`config.mk`:
```
export PLATFORM = sky130hd
export DESIGN_NAME = alu_op_sequencer
export DESIGN_NICKNAME = d
export VERILOG_FILES = /design/src/rtl/alu_op_sequencer.sv
export SDC_FILE = /design/constraint.sdc
export NUM_CORES = 1
export LEC_CHECK = 0
export CAP_MARGIN = 0
export CORE_MARGIN = 2
export CORE_UTILIZATION = 44
export DETAILED_ROUTE_END_ITERATION = 12
export PLACE_DENSITY_LB_ADDON = 0.08
export SYNTH_ARGS = -nofsm -noshare
export SYNTH_HDL_FRONTEND = slang
export SYNTH_SLANG_ARGS = --single-unit
```
`constraint.sdc`:
```
create_clock -name clk -period 3.2 [get_ports clk]
set_input_delay 0.32 -clock clk [delete_from_list [all_inputs] [get_ports clk]]
set_output_delay 0.32 -clock clk [all_outputs]
set_load 0.01 [all_outputs]
```
`src/rtl/alu_op_sequencer.sv`:
```
// Issue/capture stage: holds operands on the ALU for a per-op settle time, captures into z_hi/z_lo.
// Latency LAT edges accept->out_valid; result held until out_ready, no accept while waiting.
module alu_op_sequencer #(
    parameter int unsigned LAT_LOGIC  = 1,
    parameter int unsigned LAT_ADDSUB = 2,
    parameter int unsigned LAT_MULDIV = 4
) (
    input  logic        clk,
    input  logic        clr,
    input  logic        in_valid,
    output logic        in_ready,
    input  logic [31:0] in_a,
    input  logic [31:0] in_b,
    input  logic [3:0]  in_op,
    output logic [31:0] alu_a,
    output logic [31:0] alu_b,
    output logic [3:0]  alu_op,
    input  logic [31:0] alu_result,
    input  logic [31:0] alu_hi,
    output logic        out_valid,
    input  logic        out_ready,
    output logic [31:0] z_lo,
    output logic [31:0] z_hi,
    output logic        op_err
);

    typedef enum logic [1:0] {IDLE, WAIT, DONE} state_t;

    state_t      state_q, state_d;
    logic [3:0]  cnt_q, cnt_d;
    logic        accept;
    logic        capture;
    logic        op_illegal;
    logic        op_muldiv;
    logic        out_valid_d;

    // Counter preload is settle time minus one: exit happens on the edge where cnt is already zero.
    function automatic logic [3:0] lat_m1(input logic [3:0] op);
        logic [3:0] r;
        r = 4'(LAT_LOGIC - 1);
        if (op[3:1] == 3'b100) begin
            r = 4'(LAT_ADDSUB - 1);
        end else if (op[3:1] == 3'b101) begin
            r = 4'(LAT_MULDIV - 1);
        end else if (op[3:2] == 2'b11) begin
            r = 4'd0;
        end
        return r;
    endfunction

    assign in_ready   = clr & ((state_q == IDLE) | ((state_q == DONE) & out_ready));
    assign accept     = in_valid & in_ready;
    assign capture    = (state_q == WAIT) && (cnt_q == 4'd0);
    assign op_illegal = (alu_op[3:2] == 2'b11);
    assign op_muldiv  = (alu_op[3:1] == 3'b101);

    always_comb begin
        state_d     = state_q;
        cnt_d       = cnt_q;
        out_valid_d = out_valid;
        case (state_q)
            IDLE: begin
                if (accept) begin
                    state_d = WAIT;
                    cnt_d   = lat_m1(in_op);
                end
            end
            WAIT: begin
                if (cnt_q != 4'd0) begin
                    cnt_d = cnt_q - 4'd1;
                end else begin
                    state_d     = DONE;
                    out_valid_d = 1'b1;
                end
            end
            DONE: begin
                if (out_ready) begin
                    out_valid_d = 1'b0;
                    if (accept) begin
                        state_d = WAIT;
                        cnt_d   = lat_m1(in_op);
                    end else begin
                        state_d = IDLE;
                    end
                end
            end
            default: begin
                state_d     = IDLE;
                cnt_d       = 4'd0;
                out_valid_d = 1'b0;
            end
        endcase
    end

    always_ff @(posedge clk) begin
        if (!clr) begin
            state_q   <= IDLE;
            cnt_q     <= 4'd0;
            out_valid <= 1'b0;
        end else begin
            state_q   <= state_d;
            cnt_q     <= cnt_d;
            out_valid <= out_valid_d;
        end
    end

    // ALU inputs move only on accept, so the whole WAIT window is a stable multicycle path.
    always_ff @(posedge clk) begin
        if (!clr) begin
            alu_a  <= 32'd0;
            alu_b  <= 32'd0;
            alu_op <= 4'd0;
        end else if (accept) begin
            alu_a  <= in_a;
            alu_b  <= in_b;
            alu_op <= in_op;
        end
    end

    always_ff @(posedge clk) begin
        if (!clr) begin
            z_lo   <= 32'd0;
            z_hi   <= 32'd0;
            op_err <= 1'b0;
        end else if (capture) begin
            z_lo   <= op_illegal ? 32'd0 : alu_result;
            z_hi   <= op_muldiv ? alu_hi : 32'd0;
            op_err <= op_illegal;
        end
    end

endmodule
```
Word-level counts from Yosys, hierarchy flattened
Index checks and enable logic that the tools add are counted.
W data, S select, Z words.

operators by class
  $add $sub $neg = 1
  eq/ne operators = 10
  multiplexer cells = 16
  bitwise gates (word level) = 5
  reduce and logical (&&, ||, !) cells = 7

operators with widths
  kind                   count
  $mux W32               2
  $mux W4                4
  $pmux W4 S3            1
  $eq A3 B3 Y1 const B   3
  $mux W2                4
  $ne A2 B2 Y1 const B   3
  $pmux W2 S3            1
  $reduce_and A3 Y1      2
  $eq A2 B2 Y1 const B   2
  $logic_not A4 Y1       1
  $reduce_bool A4 Y1     1
  $sub A4 B1 Y4 const B  1
  $and A1 B1 Y1          3
  $mux W1                3
  $pmux W1 S3            1
  $eq A2 B1 Y1 const B   1
  $logic_not A2 Y1       1
  $ne A2 B1 Y1 const B   1
  $reduce_and A2 Y1      1
  $logic_and A1 B1 Y1    1
  $not A1 Y1             1
  $or A1 B1 Y1           1

word-level totals
  bits in registers = 140
  input port bits = 136
  output and inout bits = 135

Logic depth before layout (Yosys ltp)
  word-level depth = 8
  mapped depth = 9
  mapped depth without buffers = 6

Worst setup path after synthesis
Ideal clock, no wire load.

  path kind = register -> register
  start point = register cnt_q[0]
  end point = register cnt_q[1]
  setup time = 0.122 ns
  arrival time = 1.453 ns
  required time = 3.078 ns
  setup slack = 1.625 ns
  cell stages (with the launch flop) = 8
  buffers on the path = 2
  period minus slack after synthesis = 1.575 ns
  cell sequence = dfxtp_1 inv_1 ha_1 nor3b_4 and2_1 buf_6 buf_12 o311a_1

between the ends
  cells in the longest elaborated chain, start to end = 3

ends and longest elaborated chain
  item                                                 line    text
  start, declared                                      30      logic [3:0] cnt_q, cnt_d;
  start signal, assigned                               102     cnt_q <= cnt_d;
  $sub A4 B1 Y4 or $reduce_bool A4 Y1 (tied branches)  70, 69
  $mux W4 or $ne A2 B1 Y1 (tied branches)              n/a
  $pmux W4 S3 or $reduce_and A2 Y1 (tied branches)     n/a

Several ways; a longest one is shown, not always the timed one. The select of a mux whose other input is x is not followed.
A chain may end at the register's enable or synchronous reset.

Final worst setup path
  start point = register cnt_q[0]
  end point = register z_lo[0]

between the ends
  cells in the longest elaborated chain, start to end = 2

ends and longest elaborated chain
  item                  line  text
  $logic_not A4 Y1      53    assign capture = (state_q == WAIT) && (cnt_q == 4'd0);
  $logic_and A1 B1 Y1   53
  end signal, assigned  126   z_lo <= op_illegal ? 32'd0 : alu_result;
  end, declared         22    output logic [31:0] z_lo,

No other way between the ends.

==> metrics <==
FF+latch count, synth=140; x dimension of the die=116.4 µm; achievable frequency=438.7 MHz; relative max-transition margin=0.1580; final max-slew violation count=0; area of the die=13550 µm²; proportion of synthesized area in mux cells=0; number of distinct library cell variants in the gate-level netlist after synthesis=32; setup skew after layout=0.006622 ns; clock latency reported for the late side of the worst-skew pair=0.42 ns; DP HPWL=11340 µm; number of buffers on the longest clock path=2; Final ANT Viol Nets=0; post-route fraction of the period consumed by the critical path=0.7124; leakage power total=0.003081 µW; Die Span Y=116.4 µm; type of the setup path with the least slack=reg -> reg; WL final=16240 µm; required arrival time at the worst endpoint=3.53 ns; leading cell type in the layout, fill and taps excluded=sky130_fd_sc_hd__clkdlybuf4s50_1; Cell Area, Placed=8283 µm²; Initial DRC Count=341; via count=5266; Resized cells post-CTS=0; area of the placeable core=12470 µm²; arrival time at the worst endpoint=2.61 ns; hold-fix buffers at CTS=0; Slowest Stage Delay on Critical Path=0.49 ns; Avg Cell Area, Syn=8.704 µm²; row cnt=41; number of flops mapped to enable cells by yosys=0; cell at the slowest stage of the critical path=sky130_fd_sc_hd__and2_2; netlist area before placement=5562 µm²; post-synthesis sequential area ratio=0.5039; Post-CTS Setup Inserts=0; type of element launching the critical path=flop; count of warnings emitted by yosys=0; n_diodes=0; number of remaining DRC errors=0; Vias per Instance=4.926; final critical delay including setup and external delays=2.280 ns; signed area change from the synthesized netlist to the final layout=59.89%; most instantiated flip-flop cell in the synthesis netlist=sky130_fd_sc_hd__dfxtp_1; initial standard-cell utilization of the core=0.4462; first-pass GRT wire length=24650 µm; crit path capture type=flop; TritonCTS clock tree=yes; IO Port Bufs=270; detailed-router iteration count before antenna repair=4; fraction of final layout cells sized beyond drive strength 1=0.07469; PD cells=556.2 nW/µm²; number of maximum-capacitance violations=0; run status=completed; kind of cell adding the most delay to the critical path=simple AND/OR/NAND/NOR gates; largest area contributor in the netlist=sky130_fd_sc_hd__dfxtp_1; register clock-pin slew on the reported worst setup and hold paths=0.06 ns; layout net count=1022; buffers and inverters on the worst path=2; largest family of logic cells by synthesized area=simple AND/OR/NAND/NOR gates; VDD IR max=0.3577 mV; number of clock buffers inserted by TritonCTS=17; number of clock sinks=140; main area contributors after synthesis=sky130_fd_sc_hd__dfxtp_1 50%, sky130_fd_sc_hd__nand2_1 14%, sky130_fd_sc_hd__a21boi_0 13%; area share of the largest cell type after synthesis=0.5039; Synth Instances=639; remaining global-route overflow=0; # fillers=976; global router's overall resource usage=0.2348; setup repair after global routing missed its margin=false; Syn Nets=777; transition time at the pin with the least slew margin=1.260 ns; Hold Fails Final Rpt=0; total negative slack for setup checks=0 ns; basic-gate share of the synthesized area counting and, or, nand and nor cells=0.2299; peak fanout along the critical path=32; number of global-route vias before repair=4968; Setup violations, final=0; GPL Wtd Cong=0.7768; Layout Cell Area excl Fill=8892 µm²; maximum number of pins on one net before global-route repair=64; Root Driver=sky130_fd_sc_hd__clkbuf_16; worst hold-check path type=in -> reg; cell-by-cell trace of the critical path=inv_1 > ha_1 > nor3b_4 > and2_2 > buf_4 > nand3_1 > a21boi_0; share of the synthesized area in compound gates (AO/OA/AOI/OAI)=0.2058; average routed wire per standard cell=15.19 µm; synthesized-area fraction occupied by xor and xnor cells=0; commonest cells after routing, fill and taps aside=269 x sky130_fd_sc_hd__clkdlybuf4s50_1, 207 x sky130_fd_sc_hd__nand2_1, 140 x sky130_fd_sc_hd__dfxtp_1; Synth Area in Adders=0.004499; H-tree Lvls=4; post-synthesis async set-or-reset flop share=0; number of antenna violations at the first check in global routing=0; number of ports placed on the die boundary=271
flip-flops by register name, summed over array words and instances, names as in the netlist:
name	count
out_valid	1
state_q	2
z_lo	32
alu_op	4
alu_a	32
op_err	1
alu_b	32
z_hi	32
cnt_q	4
layout make-up:
type                            instances  area [µm²]  share of cell area
Tap cell                              172       215.2             0.02420
Timing Repair Buffer                  279        2793              0.3141
Clock buffer                           18       439.2             0.04939
Inverter                                3       11.26            0.001266
Clock inverter                         14       170.2             0.01914
Multi-Input combinational cell        443        2461              0.2768
Sequential cell                       140        2803              0.3152
cell families (layout without fill, tap and decap cells):
| family | after synthesis | count (layout) |
|---|---|---|
| AO/OA/AOI/OAI | 149 | 149 |
| adder cells (fa/ha/maj) | 2 | 2 |
| buffers and inverters | 56 | 314 |
| flip-flops | 140 | 140 |
| AND/OR/NAND/NOR | 292 | 292 |
final timing paths:
path	slack, ns	from	to	depth (start not counted)
setup / recovery	0.92	cnt_q[0]	z_lo[0]	7
hold / removal	0.29	clr	alu_a[25]	2
setup reg to reg	0.92	cnt_q[0]	z_lo[0]	7
hold reg to reg	0.45	alu_b[10]	alu_b[10]	2
worst register-to-register path, stage by stage (launching register included):
cell,delay (ns)
sky130_fd_sc_hd__dfxtp_1,0.32
sky130_fd_sc_hd__inv_1,0.10
sky130_fd_sc_hd__ha_1,0.16
sky130_fd_sc_hd__nor3b_4,0.31
sky130_fd_sc_hd__and2_2,0.49
sky130_fd_sc_hd__buf_4,0.44
sky130_fd_sc_hd__nand3_1,0.15
sky130_fd_sc_hd__a21boi_0,0.23
stage by stage:
stage          utilization  worst slack, ns  power [µW]  cells  hold slack [ns]
2_1_floorplan            -            1.625        2521    639           0.4548
3_3_place_gp        0.6645           0.9793        2950   1037           0.4374
3_5_place_dp        0.6645           0.8564        2984   1037           0.4437
4_1_cts             0.7133           0.9201        4989   1069           0.2811
5_1_grt             0.7133           0.7169        5167   1069           0.2932
6_report            0.7133           0.9205        4946   1069           0.2941
layer usage:
metal / vias to the layer above / share of wire / track usage
met5: - / 0 / 0
met4: 0 / 0.027 / 0.1056
met3: 34 / 0.083 / 0.07940
met2: 183 / 0.48 / 0.3961
met1: 2440 / 0.41 / 0.2703
li1: 2609 / - / -
power by group:
part	internal [µW]	leakage, µW	total (µW)	switching (µW)
sequential	1870	0.00114	1950	79.0
clock	1240	0.000277	2000	752
combinational	508	0.00167	999	491
total	3620	0.00308	4950	1320
synth_stat cells (3+ instances only):
cell and n:
sky130_fd_sc_hd__clkbuf_1 26, sky130_fd_sc_hd__inv_1 3, sky130_fd_sc_hd__nand3_2 10, sky130_fd_sc_hd__a21boi_2 9, sky130_fd_sc_hd__dfxtp_1 140, sky130_fd_sc_hd__buf_2 15
sky130_fd_sc_hd__nand2b_1 3, sky130_fd_sc_hd__nand3_1 56, sky130_fd_sc_hd__nor2_1 6, sky130_fd_sc_hd__buf_4 8, sky130_fd_sc_hd__nand2_1 208, sky130_fd_sc_hd__a21boi_1 33
sky130_fd_sc_hd__a21boi_0 95, sky130_fd_sc_hd__o21ai_0 5
Note: power is estimated with default switching activity, not from simulation.
